==> src/rtl/rst_seq_mgr.sv <==
// Reset sequencer: qualifies a raw PLL lock and releases NUM_DOMAINS active-low resets, lowest index first.
// Latency: SYNC_STAGES sync + STABLE_CYC qualify + GAP_CYC per domain; reassertion one cycle after lock_s drop or sw_rst.
// Backpressure: none; free-running sequencer, all outputs registered.
module rst_seq_mgr #(
    parameter int NUM_DOMAINS = 3,
    parameter int SYNC_STAGES = 2,
    parameter int STABLE_CYC  = 1024,
    parameter int GAP_CYC     = 16,
    parameter int LOSS_CNT_W  = 8
) (
    input  logic                   clk,
    input  logic                   arst_n,
    input  logic                   pll_lock,
    input  logic                   sw_rst,
    input  logic                   cnt_clr,
    output logic [NUM_DOMAINS-1:0] srst_n,
    output logic                   all_ready,
    output logic [LOSS_CNT_W-1:0]  loss_cnt,
    output logic [1:0]             state
);

    localparam int SCW = $clog2(STABLE_CYC + 1);
    localparam int GCW = $clog2(GAP_CYC + 1);
    localparam logic [SCW-1:0] STABLE_LAST = SCW'(STABLE_CYC - 1);
    localparam logic [GCW-1:0] GAP_LAST    = GCW'(GAP_CYC - 1);
    localparam logic [NUM_DOMAINS-1:0] DOM0 = NUM_DOMAINS'(1);

    typedef enum logic [1:0] {
        WAIT_LOCK = 2'd0,
        STABLE    = 2'd1,
        RELEASE   = 2'd2,
        RUN       = 2'd3
    } state_t;

    state_t                 st;
    logic [SYNC_STAGES-1:0] sync_q;
    logic                   lock_s;
    logic [SCW-1:0]         stable_cnt;
    logic [GCW-1:0]         gap_cnt;
    logic                   loss_evt;

    assign lock_s = sync_q[SYNC_STAGES-1];
    assign state  = st;

    // Only a lock drop after release has started counts as a loss; drops during qualification are silent.
    assign loss_evt = ((st == RELEASE) || (st == RUN)) && !lock_s;

    // Metastability synchroniser for the asynchronous PLL lock.
    always_ff @(posedge clk or negedge arst_n) begin
        if (!arst_n) begin
            sync_q <= '0;
        end else begin
            sync_q <= {sync_q[SYNC_STAGES-2:0], pll_lock};
        end
    end

    // Sequencer FSM: qualify lock, release domains one by one as a thermometer, drop all together on loss/sw_rst.
    always_ff @(posedge clk or negedge arst_n) begin
        if (!arst_n) begin
            st         <= WAIT_LOCK;
            stable_cnt <= '0;
            gap_cnt    <= '0;
            srst_n     <= '0;
            all_ready  <= 1'b0;
        end else begin
            case (st)
                WAIT_LOCK: begin
                    if (lock_s) begin
                        st         <= STABLE;
                        stable_cnt <= '0;
                    end
                end
                STABLE: begin
                    if (!lock_s || sw_rst) begin
                        st <= WAIT_LOCK;
                    end else if (stable_cnt == STABLE_LAST) begin
                        st      <= RELEASE;
                        gap_cnt <= '0;
                        srst_n  <= DOM0;
                    end else begin
                        stable_cnt <= stable_cnt + SCW'(1);
                    end
                end
                RELEASE: begin
                    if (!lock_s || sw_rst) begin
                        st     <= WAIT_LOCK;
                        srst_n <= '0;
                    end else if (srst_n[NUM_DOMAINS-1]) begin
                        st        <= RUN;
                        all_ready <= 1'b1;
                    end else if (gap_cnt == GAP_LAST) begin
                        // Shifting a 1 in keeps every released domain above an already-released one.
                        gap_cnt <= '0;
                        srst_n  <= (srst_n << 1) | DOM0;
                    end else begin
                        gap_cnt <= gap_cnt + GCW'(1);
                    end
                end
                RUN: begin
                    if (!lock_s || sw_rst) begin
                        st        <= WAIT_LOCK;
                        srst_n    <= '0;
                        all_ready <= 1'b0;
                    end
                end
                default: begin
                    st <= WAIT_LOCK;
                end
            endcase
        end
    end

    // Saturating lock-loss counter; a clear coinciding with a loss leaves that loss counted.
    always_ff @(posedge clk or negedge arst_n) begin
        if (!arst_n) begin
            loss_cnt <= '0;
        end else if (cnt_clr) begin
            loss_cnt <= loss_evt ? LOSS_CNT_W'(1) : '0;
        end else if (loss_evt && !(&loss_cnt)) begin
            loss_cnt <= loss_cnt + LOSS_CNT_W'(1);
        end
    end

endmodule

==> config.mk <==
export PLATFORM = sky130hd
export DESIGN_NAME = rst_seq_mgr
export DESIGN_NICKNAME = d
export VERILOG_FILES = /design/src/rtl/rst_seq_mgr.sv
export SDC_FILE = /design/constraint.sdc
export NUM_CORES = 1
export LEC_CHECK = 0
export ABC_AREA = 1
export BUFFER_PORTS_ARGS = -buffer_cell sky130_fd_sc_hd__buf_2
export CAP_MARGIN = 20
export CORE_AREA = 3 3 67 69
export DETAILED_ROUTE_END_ITERATION = 6
export DIE_AREA = 0 0 70 72
export PLACE_DENSITY = 0.66
export SKIP_CTS_REPAIR_TIMING = 1
export SYNTH_ARGS = -nofsm -noshare
export SYNTH_HDL_FRONTEND = slang
export SYNTH_SLANG_ARGS = --single-unit
==> constraint.sdc <==
create_clock -name clk -period 2.16 [get_ports clk]
set_input_delay 0.432 -clock clk [delete_from_list [all_inputs] [get_ports clk]]
set_output_delay 0.432 -clock clk [all_outputs]
set_load 0.03 [all_outputs]
==> flow_metrics.py <==
metrics = {
    "status": {
        "status": "finished clean",
    },
    "finish": {
        "drive_gt1_share_pct": 17.13,
        "num-nets-final": 293,
        "diodes": 0,
        "fillers": 384,
        "syn_to_final_growth_pct": 13.17,
    },
    "power_and_ir_drop": {
        "seqPwrFrac_pct": 38.8,
        "ir_drop_uv": 493.5,
        "power.density_nw_per_um2": 879.9,
        "switching_share_pct": 36.91,
        "p_comb_share_pct": 28.4,
        "leakagePower_nw": 1.170,
        "intPower_mw": 1.223,
        "switchingPower_mw": 0.7156,
        "p_clk_share_pct": 32.8,
    },
    "timing": {
        "finalHoldViolations": 0,
        "fin_crit_sh_pct": 75.42,
        "grt_setup_unrepaired": "false",
        "relSlewSlack_pct": 53.21,
        "setup_viol": 0,
        "fmax_mhz": 613.9,
        "min_period_ps": 1629,
        "clock_skew_ps": 8.025,
        "max_slew.worst_pin.slew_ps": 701.9,
        "fin_setup_tns_ps": 0,
        "hold_slack_ps": 186.5,
        "maxSlewViolCount": 0,
    },
    "yosys": {
        "synthXorXnorAreaFrac_pct": 2.699,
        "synth.area.mux_share_pct": 0,
        "yosys_register_bits": 32,
        "postSynthCellCount": 262,
        "yosys.area_share.adder_pct": 1.928,
        "ys_types": 25,
        "avgSynthCellArea_um2": 7.431,
        "synth_area_um2": 1947,
        "yosys.area_share.simple_pct": 40.10,
        "synth_top_family_by_area": "simple AND/OR/NAND/NOR gates",
        "yosys_warnings": 0,
        "yosysSeqAreaShare_pct": 41.13,
        "synth_compound_area_share_pct": 6.812,
        "synthesis.nets": 270,
    },
    "placed_design": {
        "globalplace.congestion": 0.7899,
        "port_buffers": 18,
        "hpwl_um": 2898,
    },
    "worst_setup_path": {
        "cpPeakStageDelay_ps": 620,
        "r2r-end": "gap_cnt[3]",
        "ff2ff_setup_slack_ps": 540,
        "start_kind": "register",
        "worstPathCellList": "buf_2",
        "cp_top_family": "flip-flops",
        "end_kind": "output port",
        "crit_type": "register to output port",
        "cp.required_ps": 1730,
        "r2r_start": "stable_cnt[0]",
        "cp.arrival_ps": 1200,
        "crit_buf_inv": 1,
        "startpoint": "state[1]",
        "cp_slowest_cell": "dfrtp_1",
        "critPathMaxFanout": 11,
        "reg2reg_depth": 8,
    },
    "global_routing": {
        "grt.total_usage_pct": 17.64,
        "grt_pass1_vias": 1641,
        "antenna_found_initial": 0,
        "grt_remaining_overflow": 0,
        "grt_start_max_net_pins": 33,
        "grt_pass1_wl_um": 7182,
    },
    "clock_tree": {
        "clock_sinks": 32,
        "cts_buffers": 5,
        "cts.clk_slew.worst_paths_ps": 70,
        "cts_tree": "yes",
        "h-tree-depth": 2,
        "cts_root_buffer": "clkbuf_8",
        "cts_buffer_depth": 2,
        "clk_latency_ps": 290,
    },
    "floorplanning": {
        "fp.dieW_um": 70,
        "core_area_um2": 3971,
        "num_io_pins": 19,
        "die-area_um2": 5040,
        "start_util_pct": 49.02,
        "die_h_um": 72,
        "rows": 23,
    },
    "detailed_routing": {
        "routed_wl_um": 3926,
        "routed-via-count": 1700,
        "postRouteAntennaNets": 0,
        "vias_per_cell": 5.060,
        "wire_per_inst_um": 11.68,
        "drt_iter0_drc": 83,
        "dr.pass1.iters": 4,
        "drc": 0,
    },
    "run": {
        "cap_violations": 0,
    },
    "min_path": {
        "hp-class": "input port to asynchronous set/reset pin",
    },
}
## power groups by stage
stage	combinational (mW)	sequential [mW]	clock [mW]
after floorplan	0.405	0.794	0
after global placement	0.557	0.763	0
after detailed placement	0.554	0.763	0
after CTS	0.555	0.753	0.651
after global routing	0.611	0.770	0.680
final	0.551	0.753	0.635
## how the worst max path moves through the flow
stage               slack (ps)          end  cells after the start
global placement           580   gap_cnt[3]                      8
detailed placement         560   gap_cnt[3]                      8
finish                     530     state[1]                      1
global route               290   gap_cnt[2]                      8
floorplan                  620  loss_cnt[5]                      9
CTS                        520     state[1]                      1
## logic make-up (layout without fill, tap and decap cells)
kind of cell / Yosys count / after routing
AND/OR/NAND/NOR: 165 / 165
buffers and inverters: 34 / 58
flip-flops: 32 / 32
AO/OA/AOI/OAI: 22 / 22
XOR/XNOR: 6 / 6
adder cells (fa/ha/maj): 3 / 3
## per-stage QoR
stage	total power, mW	setup slack [ps]	util (%)	std cells	area, um2
6_report	1.939	531.0	55.48	336	2203
5_1_grt	2.061	292.0	55.48	336	2203
4_1_cts	1.960	523.1	55.48	336	2203
3_5_place_dp	1.317	559.9	52.30	328	2077
3_3_place_gp	1.320	582.6	52.30	328	2077
2_1_floorplan	1.200	622.4	-	262	1947
## flip-flops by register name, summed over array words and instances, names as in the netlist
| register | flops |
|---|---|
| srst_n | 3 |
| all_ready | 1 |
| loss_cnt | 8 |
| gap_cnt | 5 |
| sync_q | 2 |
| stable_cnt | 11 |
| state | 2 |
## routing by layer
layer	track usage (%)	vias to the layer above	part of all wire (%)
li1	-	888	-
met2	29.17	25	47
met3	4.986	8	3.7
met1	21.94	779	48
met5	0	-	0
met4	7.021	0	1.3
## cells in the final DEF, fill, tap and decap left out, drive strengths merged
| master | count |
|---|---|
| xor2 | 5 |
| nor3b | 1 |
| inv | 32 |
| clkbuf | 7 |
| nand4 | 8 |
| o21ai | 16 |
| buf | 18 |
| xnor2 | 1 |
| o21bai | 3 |
| a31oi | 3 |
| nand2 | 89 |
| nor2 | 30 |
| dfrtp | 32 |
| or2 | 2 |
| nand3 | 33 |
| ha | 3 |
| bufinv | 1 |
| nor3 | 2 |
## final cells by class
cell class	count	area (um2)	area share [%]
Tap cell	50	62.56	2.839
Clock buffer	7	96.34	4.373
Timing Repair Buffer	18	90.09	4.089
Inverter	32	120.1	5.451
Clock inverter	1	30.03	1.363
Sequential cell	32	800.8	36.34
Multi-Input combinational cell	196	1003	45.54
## synthesized netlist by cell type (all sizes together)
cell type	instances	area (um2)
inv	32	120.1
o21bai	3	22.52
nor3	2	10.01
nor2	30	138.9
or2	2	12.51
nor3b	1	7.510
buf	2	22.52
nand3	33	185.2
ha	3	37.54
nand2	89	376.6
o21ai	16	91.34
nand4	8	50.05
a31oi	3	18.77
xor2	5	43.79
dfrtp	32	800.8
xnor2	1	8.760
(Power assumes the default switching activity.)
